<file path="config.mk">
export PLATFORM = sky130hd
export DESIGN_NAME = serial_compl_unit
export DESIGN_NICKNAME = d
export VERILOG_FILES = /design/src/rtl/serial_compl_unit.sv
export SDC_FILE = /design/constraint.sdc
export NUM_CORES = 1
export LEC_CHECK = 0
export ABC_AREA = 1
export CORE_AREA = 2 2 61 63
export CTS_CLUSTER_SIZE = 28
export DETAILED_ROUTE_END_ITERATION = 16
export DIE_AREA = 0 0 63 65
export GPL_ROUTABILITY_DRIVEN = 0
export GPL_TIMING_DRIVEN = 0
export PLACE_DENSITY_LB_ADDON = 0.2
export SKIP_LAST_GASP = 1
export SYNTH_ARGS = -nofsm -noshare
export SYNTH_HDL_FRONTEND = slang
export SYNTH_SLANG_ARGS = --single-unit
</file>
<file path="constraint.sdc">
create_clock -name clk -period 2.4 [get_ports clk]
set_input_delay 0.24 -clock clk [delete_from_list [all_inputs] [get_ports clk]]
set_output_delay 0.24 -clock clk [all_outputs]
set_load 0.005 [all_outputs]
</file>
<file path="src/rtl/serial_compl_unit.sv">
// serial_compl_unit
//   Bit-serial complementer for LSB-first words of W bits. Each word is passed
//   through, one's-complemented or two's-complemented according to the mode
//   sampled on its first accepted bit. The unit keeps its own word framing,
//   assembles the parallel result, and flags two's-complement overflow
//   (negation of the most negative value).
// Ports
//   clk        clock, all state updates on posedge
//   rst        synchronous reset, active-high
//   mode       00 pass, 01 one's complement, 10/11 two's complement
//   bit_in     serial input bit, LSB first
//   in_valid   bit_in is accepted this cycle
//   bit_out    registered serial result bit
//   out_valid  bit_out carries a fresh result this cycle
//   bit_idx    index of the next bit to be accepted within the word
//   word_out   last completed result word, held until the next completes
//   word_valid one-cycle pulse when word_out is updated
//   ovf        with word_valid: two's mode and input was {1,0..0}
module serial_compl_unit #(
  parameter int W  = 8,
  parameter int CW = $clog2(W)
) (
  input  logic          clk,
  input  logic          rst,
  input  logic [1:0]    mode,
  input  logic          bit_in,
  input  logic          in_valid,
  output logic          bit_out,
  output logic          out_valid,
  output logic [CW-1:0] bit_idx,
  output logic [W-1:0]  word_out,
  output logic          word_valid,
  output logic          ovf
);

  typedef enum logic [1:0] {
    M_PASS     = 2'b00,
    M_ONES     = 2'b01,
    M_TWOS     = 2'b10,
    M_TWOS_ALT = 2'b11
  } mode_e;

  mode_e        mode_q;
  mode_e        mode_cur;
  logic         seen_one;
  logic [W-1:0] sh;
  logic         is_twos;
  logic         first_bit;
  logic         last_bit;
  logic         r;

  assign first_bit = (bit_idx == '0);
  assign last_bit  = (bit_idx == CW'(W - 1));

  // The first bit of a word uses the live mode input; later bits use the latch.
  assign mode_cur = first_bit ? mode_e'(mode) : mode_q;
  assign is_twos  = (mode_cur == M_TWOS) || (mode_cur == M_TWOS_ALT);

  always_comb begin
    r = bit_in;
    unique case (mode_cur)
      M_PASS:               r = bit_in;
      M_ONES:               r = ~bit_in;
      M_TWOS, M_TWOS_ALT:   r = seen_one ? ~bit_in : bit_in;
      default:              r = bit_in;
    endcase
  end

  always_ff @(posedge clk) begin
    if (rst) begin
      bit_out    <= 1'b0;
      out_valid  <= 1'b0;
      bit_idx    <= '0;
      word_out   <= '0;
      word_valid <= 1'b0;
      ovf        <= 1'b0;
      seen_one   <= 1'b0;
      mode_q     <= M_PASS;
      sh         <= '0;
    end else begin
      out_valid  <= in_valid;
      word_valid <= 1'b0;
      ovf        <= 1'b0;
      if (in_valid) begin
        bit_out <= r;
        sh      <= {r, sh[W-1:1]};
        if (first_bit) begin
          mode_q <= mode_e'(mode);
        end
        if (last_bit) begin
          bit_idx    <= '0;
          seen_one   <= 1'b0;
          word_out   <= {r, sh[W-1:1]};
          word_valid <= 1'b1;
          // Only input 100..0 reaches the MSB in two's mode with no earlier one.
          ovf        <= is_twos && !seen_one && bit_in;
        end else begin
          bit_idx <= bit_idx + CW'(1);
          if (is_twos) begin
            seen_one <= seen_one | bit_in;
          end
        end
      end
    end
  end

endmodule

</file>
-- Word level (Yosys, flattened, before mapping)
Index checks and enable logic that the tools add are counted.
- $add $sub $neg: 1
- equality and inequality tests: 4
- muxes and demuxes: 7
- bitwise operators: 4
- reduce and logical (&&, ||, !) cells: 12
- operators with widths (cell ; number):
    $eq 2x2->1 const B ; 2
    $mux 1 ; 4
    $reduce_and 2->1 ; 2
    $reduce_or 2->1 ; 2
    $add 3x1->3 const B ; 1
    $eq 3x3->1 const B ; 1
    $logic_not 3->1 ; 1
    $mux 3 ; 1
    $not 1->1 ; 3
    $pmux 1 s3 ; 1
    $reduce_or 3->1 ; 1
    $eq 2x1->1 const B ; 1
    $logic_and 1x1->1 ; 2
    $logic_not 2->1 ; 1
    $mux 2 ; 1
    $reduce_bool 2->1 ; 1
    $logic_not 1->1 ; 1
    $logic_or 1x1->1 ; 1
    $or 1x1->1 ; 1
- bits in registers: 26
- input bits: 6
- output and inout port bits: 15
- logic and storage cells: 37

-- Longest topological paths before layout
Gate-level depths: netlist of run 1.
- depth in word-level cells: 6
- mapped depth: 9
- depth with buffers taken out: 9

-- Worst setup path before layout of run 1
Ideal clock, no wire load.
- path type: register -> register
- start point: register bit_idx[0]
- end point: register ovf
- library setup time: 0.088 ns
- arrival time: 1.195 ns
- required time: 2.312 ns
- setup slack: 1.117 ns
- cell stages (with the launch flop): 7
- path buffers: 0
- clock period less this slack: 1.283 ns
- path through: dfxtp_1 -> ha_1 -> ha_1 -> nand2_4 -> inv_4 -> nand2_2 -> nor4_2
- elaborated cells on any way between the ends: 10
- those cells by class: eq/ne: 3; mux: 1; bitwise: 1; reduce/logical: 5
- RTL lines (element ; line ; source):
    start: declaration ; 30 ; output logic [CW-1:0] bit_idx,
    start signal: assignment ; 98 ; bit_idx <= bit_idx + CW'(1);
    $eq 3x3->1 ; 53 ; assign last_bit = (bit_idx == CW'(W - 1));
    net last_bit ; 49 ; logic last_bit;
    $not 1->1 (no line) ; - ;
    $reduce_or 3->1 (no line) ; - ;
    end signal: assignment ; 96 ; ovf <= is_twos && !seen_one && bit_in;
    end: declaration ; 33 ; output logic ovf
The timed path passes the listed nets, and every way through them passes these cells.
A chain may end at the register's enable or synchronous reset.

-- Final worst setup path of run 1
- start point: register bit_idx[0]
- end point: output port bit_idx[0]
No word-level cell between the ends.

==> metrics.cfg, run 1 <==
[critical_path]
slowest_stage=clkdlybuf4s50_1
slowest_delay_ns=0.52
critPathRequiredTime_ns=2.16
worstPathCellList=clkdlybuf4s50_1
crit_family=buffers and inverters
end_kind=output port
critical_path_buf_inv_count=1
start_kind=register
critPathKind=reg2out
cp_data_arrival_time_ns=1.28
crit_path_max_fanout=5

[job]
drv_cap=0

[drt]
drc_errors=0
avgRoutedWirePerCell_um=10.3
dr.pass1.iters=4
vias=820
vias_per_cell=4.25
wl_um=1980
ant_nets=0
drt_iter0_drc=22

[floorplanning]
rows=22
die_x_um=63
core_mm2=0.00350
start_util=0.280
die_y_um=65
die-area_mm2=0.00410
pin_count=21

[sta]
setup_slack_ns=0.884
finalSetupViolations=0
period_share=0.632
relSlewSlack=0.852
rsz0062_at_grt=no
fmax_mhz=659
tightest_slew_ns=0.222
finalHoldViolCount=0
tns_ns=0
drv_slew=0
fin_skew_ns=0.0145
fin_crit_ns=1.52

[synthesis]
yosys.area_share.adder=0.0511
synth_compound_area_frac=0.162
synth_area_um2=980
synth.avg_cell_area_um2=8.03
ys_warn_count=0
synth_cell_types=20
yosys.area_share.simple=0.209
synth_seq_cells=24
synthMuxAreaShare=0
yosys.area_share.xor_xnor=0
synth_fp_nets=132
syn_inst=122
synth-seq-area-share=0.490
synth_top_family_by_area=simple AND/OR/NAND/NOR gates

[place]
post-place-ws_ns=0.922
port_buffers=19
dp_hpwl_um=1440
place_inst=189

[grt]
overflow=0
grt_usage=0.106
antenna_found_initial=0
grt_first_pass_wirelength_um=3330
grt_max_degree=15
grt_pass1_vias=757

[finish]
nNetsFinal=156
fill_cells=368
n_antenna_cell=0
seqCellArea_um2=480
final_layout_size_suffix_gt1_frac=0.138
stdcell_count=193
multi_input_area_um2=414
area_growth_syn_to_layout_pct=30.9

[clock_network]
hold_buffers=0
clkTransAtPathRegs_ns=0.14
numCtsBuffers=3
clk_path_buf_depth=2
tritoncts=built
clk_latency_ns=0.33
clkSinkCount=24
clockRootBuffer=clkbuf_4
htreeDepth=1
cts-resized-gates=0
postCtsSetupBuffers=0

[pwr]
p_leak_nw=0.538
cellPowerDensity_mw_per_mm2=652
ir_worst_vdd_mv=0.168
p_total_w=0.000837

[hold_path]
hold_class=in2reg

[status]
status=complete, no violations

==> registers in the layout, indices dropped and copies added (netlist names) <==
| register | cells |
|---|---|
| bit_idx | 3 |
| bit_out | 1 |
| mode_q | 2 |
| out_valid | 1 |
| ovf | 1 |
| seen_one | 1 |
| sh | 6 |
| word_out | 8 |
| word_valid | 1 |
==> cell usage in the layout, fill, tap and decap left out, drive strengths merged, types with 3 or more instances in the layout <==
master	count
nor2	27
dfxtp	24
clkdlybuf4s50	19
o21ai	18
inv	16
nand2	11
nand3	7
a21oi	7
ha	4
buf	4
clkbuf	3
==> power breakdown <==
group	switching [W]	leakage [nW]	total (W)	internal, W
Sequential	0.0000140	0.196	0.000431	0.000417
Clock	0.000125	0.0279	0.000294	0.000169
Combinational	0.0000608	0.314	0.000112	0.0000510
Total	0.000200	0.538	0.000837	0.000637
==> metrics by stage <==
step	hold WS, ns	instance area [µm²]	utilization
finish	0.247	1280	0.367
global route	0.259	1280	0.367
CTS	0.248	1280	0.367
detailed placement	0.450	1230	0.352
global placement	0.449	1230	0.352
floorplan	0.309	980	-
==> area by class of cell <==
cell class | count | area share
sequential | 24 | 0.375
multi-input combinational | 78 | 0.323
timing repair buffer | 19 | 0.148
inverter | 16 | 0.0488
tap | 48 | 0.0468
clock inverter | 1 | 0.0234
clock buffer | 3 | 0.0176
buffer | 4 | 0.0176
==> cells in the mapped netlist <==
master,instances,area (µm²)
a211oi_1,1,7.51
a21oi_1,7,35.0
a22oi_1,1,7.51
buf_2,3,15.0
buf_4,1,7.51
dfxtp_1,24,480
ha_1,4,50.1
inv_1,10,37.5
inv_2,5,18.8
inv_4,1,6.26
nand2_1,7,26.3
nand2_2,3,18.8
nand2_4,1,11.3
nand3_1,7,35.0
nor2_1,27,101
nor4_2,1,12.5
o211ai_1,1,7.51
o21ai_0,5,25.0
o21ai_1,12,60.1
o21ai_4,1,16.3
==> worst paths after layout <==
| path | start | end | slack (ns) | cells after the start |
|---|---|---|---|---|
| worst max-delay path | bit_idx[0] | bit_idx[0] | 0.88 | 1 |
| worst max register to register | bit_idx[0] | ovf | 0.92 | 6 |
| worst min-delay path | in_valid | mode_q[1] | 0.25 | 3 |
| worst min register to register | seen_one | ovf | 0.46 | 1 |
==> logic make-up (layout without fill, tap and decap cells) <==
| group | count (synthesis) | after routing |
|---|---|---|
| buffers and inverters | 20 | 43 |
| adder cells (fa/ha/maj) | 4 | 4 |
| AND/OR/NAND/NOR | 46 | 46 |
| AO/OA/AOI/OAI | 28 | 28 |
| flip-flops | 24 | 24 |
==> metal layers <==
layer  part of all wire  GRT usage  wire [µm]
met5                  0          0          0
met4              0.028     0.0583         56
met3              0.034     0.0156         67
met2               0.46      0.172        905
met1               0.48      0.135        952
No activity file was read; power rests on OpenSTA's default activity.
==> run 2, diff against run 1 <==
clock period = 1.51 ns   (was 2.4 ns; I/O delays follow)
==> run 2 against run 1 <==
Clock power rose by 59%; final cell count did not move; power rose by 59%; largest cell class unchanged; worst setup slack got worse by 0.77 ns; critical endpoint is now bit_out.
==> metrics.cfg, run 2 (synthesized netlist as in run 1, its figures left out) <==
[status]
status=complete, no violations  ; unchanged

[sta]
period_share=0.926
drv_slew=0  ; unchanged
tns_ns=0  ; unchanged
rsz0062_at_grt=no  ; unchanged
finalSetupViolations=0  ; unchanged
tightest_slew_ns=0.212  ; was 0.222 ns
fin_skew_ns=0.0145  ; about the same
relSlewSlack=0.859  ; was 0.852
fmax_mhz=715
fin_crit_ns=1.40
finalHoldViolCount=0  ; unchanged

[hold_path]
whs_path_depth=3  ; unchanged
hold_class=in2reg  ; unchanged
whs_endpoint=mode_q[1]  ; unchanged
min_from=in_valid  ; unchanged

[floorplanning]
die_y_um=65  ; unchanged
rows=22  ; unchanged
die-area_mm2=0.00410  ; unchanged
pin_count=21  ; unchanged
start_util=0.280  ; unchanged
die_x_um=63  ; unchanged
core_mm2=0.00350  ; unchanged

[place]
dp_hpwl_um=1440  ; unchanged
port_buffers=19  ; unchanged
place_inst=189  ; unchanged

[critical_path]
crit_path_max_fanout=4  ; was 5
r2r_start=bit_idx[0]  ; unchanged
r2r_slack_ns=0.14  ; was 0.92 ns
worstPathCellList=clkdlybuf4s50_1  ; unchanged
start_kind=register  ; unchanged
critical_path_buf_inv_count=1  ; unchanged
worst_r2r_path_depth=6  ; unchanged
critPathKind=reg2out  ; unchanged
cp_data_arrival_time_ns=1.25  ; was 1.28 ns
slowest_delay_ns=0.52  ; about the same
slowest_stage=clkdlybuf4s50_1  ; unchanged
crit_family=buffers and inverters  ; unchanged
end_kind=output port  ; unchanged
r2r-end=ovf  ; unchanged
critPathRequiredTime_ns=1.36  ; was 2.16 ns

[finish]
seqCellArea_um2=483  ; was 480 µm²
final_layout_size_suffix_gt1_frac=0.159  ; was 0.138
fill_cells=370  ; was 368
top_regs=word_out (8), sh (6), bit_idx (3)  ; unchanged
final_util=0.368  ; was 0.367
nNetsFinal=156  ; unchanged
layout_commonest_cell=nor2_1  ; unchanged
largest_register_ff_count=8  ; unchanged
multi_input_area_um2=417  ; was 414 µm²
layout_common_cells=27 x nor2_1, 22 x dfxtp_1, 19 x clkdlybuf4s50_1, 12 x o21ai_1, 10 x inv_1  ; was 27 x nor2_1, 24 x dfxtp_1, 19 x clkdlybuf4s50_1, 12 x o21ai_1, 10 x inv_1
n_antenna_cell=0  ; unchanged
area_growth_syn_to_layout_pct=31.4  ; was 30.9%
top_register=word_out  ; unchanged
stdcell_count=193  ; unchanged

[grt]
overflow=0  ; unchanged
antenna_found_initial=0  ; unchanged
grt_max_degree=15  ; unchanged
grt_pass1_vias=757  ; unchanged
grt_usage=0.106  ; unchanged
grt_first_pass_wirelength_um=3330  ; unchanged

[drt]
ant_nets=0  ; unchanged
dr.pass1.iters=4  ; unchanged
avgRoutedWirePerCell_um=10.3  ; about the same
wl_um=1990  ; was 1980 µm
vias=820  ; unchanged
vias_per_cell=4.25  ; unchanged
drt_iter0_drc=22  ; unchanged
drc_errors=0  ; unchanged

[pwr]
ir_worst_vdd_mv=0.268  ; was 0.168 mV
cellPowerDensity_mw_per_mm2=1030  ; was 652 mW/mm²
p_leak_nw=0.536  ; was 0.538 nW

[clock_network]
numCtsBuffers=3  ; unchanged
tritoncts=built  ; unchanged
clkSinkCount=24  ; unchanged
htreeDepth=1  ; unchanged
clockRootBuffer=clkbuf_4  ; unchanged
clkTransAtPathRegs_ns=0.14  ; about the same
clk_latency_ns=0.33  ; about the same
clk_path_buf_depth=2  ; unchanged

[job]
drv_cap=0  ; unchanged

==> run 2: cell counts in the layout (fill, tap and decap cells not counted) <==
No cell type changed its count.
==> run 2: layer usage <==
layer  share of wire  GRT usage  routed length [µm]  vias up
li1                -          -                   -      437
met1            0.48      0.135                 952      358
met2            0.46      0.172                 914       20
met3           0.034     0.0156                  67        5
met4           0.028     0.0583                  56        0
met5               0          0                   0        -
==> run 2: repair_timing <==
| item | in CTS | in global routing |
|---|---|---|
| pin swaps | 0 | 0 |
| hold endpoints to repair | 0 | 0 |
| setup endpoints to repair | 1 | 3 |
| hold buffers | 0 | 0 |
| buffers inserted | 0 | 0 |
| resized for setup | 1 | 2 |
==> run 2: power breakdown <==
| part | internal, W | switching, W | total, W |
|---|---|---|---|
| clock | 0.000269 | 0.000198 | 0.000467 |
| sequential | 0.000663 | 0.0000226 | 0.000686 |
| combinational | 0.0000813 | 0.0000969 | 0.000178 |
| total | 0.00101 | 0.000318 | 0.00133 |
==> run 2: cell type report <==
type                            count  area share
Buffer                              4      0.0175
Clock buffer                        3      0.0175
Clock inverter                      1      0.0233
Inverter                           16      0.0486
Multi-Input combinational cell     78       0.324
Sequential cell                    24       0.375
Tap cell                           48      0.0466
Timing Repair Buffer               19       0.148
==> run 2: stage by stage <==
stage | worst slack (ns) | hold slack (ns) | area, µm² | total power [W]
final | 0.111 | 0.164 | 1290 | 0.00133
after global routing | 0.0226 | 0.170 | 1290 | 0.00139
after CTS | 0.0595 | 0.159 | 1280 | 0.00134
after detailed placement | 0.0323 | 0.450 | 1230 | 0.000878
after global placement | 0.0650 | 0.449 | 1230 | 0.000875
after floorplan | 0.227 | 0.220 | 980 | 0.000815
==> run 2: worst max-delay path by stage <==
stage | end | from | cells past startpoint
after detailed placement | ovf | bit_idx[0] | 6
after global placement | ovf | bit_idx[0] | 6
after global routing | ovf | bit_idx[0] | 6
after CTS | ovf | bit_idx[0] | 6
final | bit_out | bit_out | 1
after floorplan | ovf | bit_idx[0] | 6
==> run 3, diff against run 2 <==
CORE_AREA = 2 2 50 75   (was 2 2 61 63)
DIE_AREA = 0 0 52 77   (was 0 0 63 65)
==> run 3 against run 2 <==
Wire length is 1.0% lower; final cell count fell by 3.1%; sequential power about the same; highest routed layer unchanged.
==> metrics.cfg, run 3 (synthesized netlist as in run 1, its figures left out) <==
[status]
status=complete, no violations  ; unchanged

[drt]
wl_um=1970  ; was 1990 µm
wl_met1_um=881  ; was 952 µm
drt_iter0_drc=13  ; was 22
dr_wl_met2_um=1010  ; was 914 µm
top_layer=met4  ; unchanged
avgRoutedWirePerCell_um=10.5  ; was 10.3 µm
route.met3.wl_um=56  ; was 67 µm
dr.pass1.iters=5  ; was 4
vias_per_cell=4.49  ; was 4.25
drc_errors=0  ; unchanged
ant_nets=0  ; unchanged
vias=839  ; was 820

[sta]
finalHoldViolCount=0  ; unchanged
fin_skew_ns=0.00940  ; was 0.0145 ns
worst_hold_slack_ns=0.243  ; was 0.164 ns
tightest_slew_ns=0.193  ; was 0.212 ns
fmax_mhz=708  ; was 715 MHz
fin_crit_ns=1.41  ; was 1.40 ns
tns_ns=0  ; unchanged
period_share=0.936  ; was 0.926
relSlewSlack=0.870  ; was 0.859
rsz0062_at_grt=no  ; unchanged
finalSetupViolations=0  ; unchanged
setup_slack_ns=0.0967  ; was 0.111 ns
drv_slew=0  ; unchanged

[finish]
fill_cells=355  ; was 370
seqCellArea_um2=480  ; was 483 µm²
largest_register_ff_count=8  ; unchanged
top_register=word_out  ; unchanged
nNetsFinal=156  ; unchanged
final_layout_size_suffix_gt1_frac=0.145  ; was 0.159
n_antenna_cell=0  ; unchanged
final_util=0.387  ; was 0.368
top_regs=word_out (8), sh (6), bit_idx (3)  ; unchanged
multi_input_area_um2=417  ; unchanged
layout_commonest_cell=nor2_1  ; unchanged
layout_common_cells=27 x nor2_1, 24 x dfxtp_1, 19 x clkdlybuf4s50_1, 12 x o21ai_1, 10 x inv_1  ; was 27 x nor2_1, 22 x dfxtp_1, 19 x clkdlybuf4s50_1, 12 x o21ai_1, 10 x inv_1
area_growth_syn_to_layout_pct=32.3  ; was 31.4%

[grt]
overflow=0  ; unchanged
grt_pass1_vias=781  ; was 757
grt_usage=0.109  ; was 0.106
grt_max_degree=15  ; unchanged
grt_first_pass_wirelength_um=3300  ; was 3330 µm
antenna_found_initial=0  ; unchanged

[hold_path]
hold_class=in2reg  ; unchanged
whs_path_depth=3  ; unchanged
whs_endpoint=mode_q[1]  ; unchanged
min_from=in_valid  ; unchanged

[critical_path]
r2r_slack_ns=0.1  ; was 0.14 ns
slowest_delay_ns=0.40  ; was 0.52 ns
cp_data_arrival_time_ns=1.59  ; was 1.25 ns
r2r-end=ovf  ; unchanged
worstPathCellList=ha_1, ha_2, nand2_4, inv_4, nand2_2, nor4_2  ; was clkdlybuf4s50_1
end_kind=register  ; was output port
r2r_start=bit_idx[0]  ; unchanged
critPathRequiredTime_ns=1.68  ; was 1.36 ns
slowest_stage=dfxtp_1  ; was clkdlybuf4s50_1
critPathKind=reg2reg  ; was reg2out
worst_r2r_path_depth=6  ; unchanged
crit_path_max_fanout=10  ; was 4
start_kind=register  ; unchanged

[place]
post-place-ws_ns=0.0465  ; was 0.0323 ns
dp_hpwl_um=1480  ; was 1440 µm
port_buffers=19  ; unchanged

[floorplanning]
die-area_mm2=0.00400  ; was 0.00410 mm²
rows=26  ; was 22
pin_count=21  ; unchanged
die_y_um=77  ; was 65 µm
start_util=0.292  ; was 0.280
core_mm2=0.00335  ; was 0.00350 mm²
die_x_um=52  ; was 63 µm

[clock_network]
clk_path_buf_depth=2  ; unchanged
clk_latency_ns=0.26  ; was 0.33 ns
clockRootBuffer=clkbuf_8  ; was clkbuf_4
numCtsBuffers=3  ; unchanged
postCtsSetupBuffers=0  ; unchanged
clkSinkCount=24  ; unchanged
tritoncts=built  ; unchanged
htreeDepth=1  ; unchanged
clkTransAtPathRegs_ns=0.09  ; was 0.14 ns

[job]
drv_cap=0  ; unchanged

[pwr]
cellPowerDensity_mw_per_mm2=1090  ; was 1030 mW/mm²
ir_worst_vdd_mv=0.475  ; was 0.268 mV
p_leak_nw=0.543  ; was 0.536 nW

run 3: cell count changes in the layout (fill, tap and decap cells not counted):
cell / before / now
clkbuf_4: 3 / 0
clkbuf_8: 0 / 3
dfxtp_1: 22 / 24
dfxtp_2: 2 / 0
run 3: worst max-delay path, delay by kind of cell, from the launching register on:
family,cells,cell delay [ns]
simple gates,3,0.37
buf+inv,1,0.12
fa+ha+maj,2,0.42
flops,1,0.40
run 3: layer usage:
metal  track usage  vias up
met5             0        -
met4        0.0658        0
met3        0.0175        2
met2         0.181       14
met1         0.125      384
li1              -      439
run 3: cell type report:
class | count | share of cell area
Inverter | 16 | 0.0483
Clock inverter | 1 | 0.0232
Buffer | 4 | 0.0174
Multi-Input combinational cell | 78 | 0.321
Sequential cell | 24 | 0.371
Clock buffer | 3 | 0.0319
Timing Repair Buffer | 19 | 0.147
Tap cell | 42 | 0.0405
run 3: repair_timing:
action / 4_1_cts / 5_1_grt
endpoints found under the setup margin: 0 / 1
resized for setup: 0 / 1
hold buffers: 0 / 0
run 3: per-stage QoR:
| step | total power, W | instances | instance area, µm² |
|---|---|---|---|
| floorplan | 0.000815 | 122 | 980 |
| global placement | 0.000875 | 183 | 1220 |
| detailed placement | 0.000881 | 183 | 1220 |
| CTS | 0.00144 | 187 | 1290 |
| global route | 0.00149 | 187 | 1300 |
| finish | 0.00142 | 187 | 1300 |
run 3: worst max path at each step:
stage | from | slack, ns | to
6_report | bit_idx[0] | 0.1 | ovf
5_1_grt | bit_idx[0] | 0.01 | bit_out
4_1_cts | bit_idx[0] | 0.003 | ovf
3_5_place_dp | bit_idx[0] | 0.05 | ovf
3_3_place_gp | bit_idx[0] | 0.05 | ovf
2_1_floorplan | bit_idx[0] | 0.23 | ovf
run 3: power breakdown:
part | internal (W) | leakage (nW) | switching, W
registers | 0.000662 | 0.196 | 0.0000223
logic | 0.0000813 | 0.311 | 0.0000988
clock network | 0.000354 | 0.0357 | 0.000198
total | 0.00110 | 0.543 | 0.000319
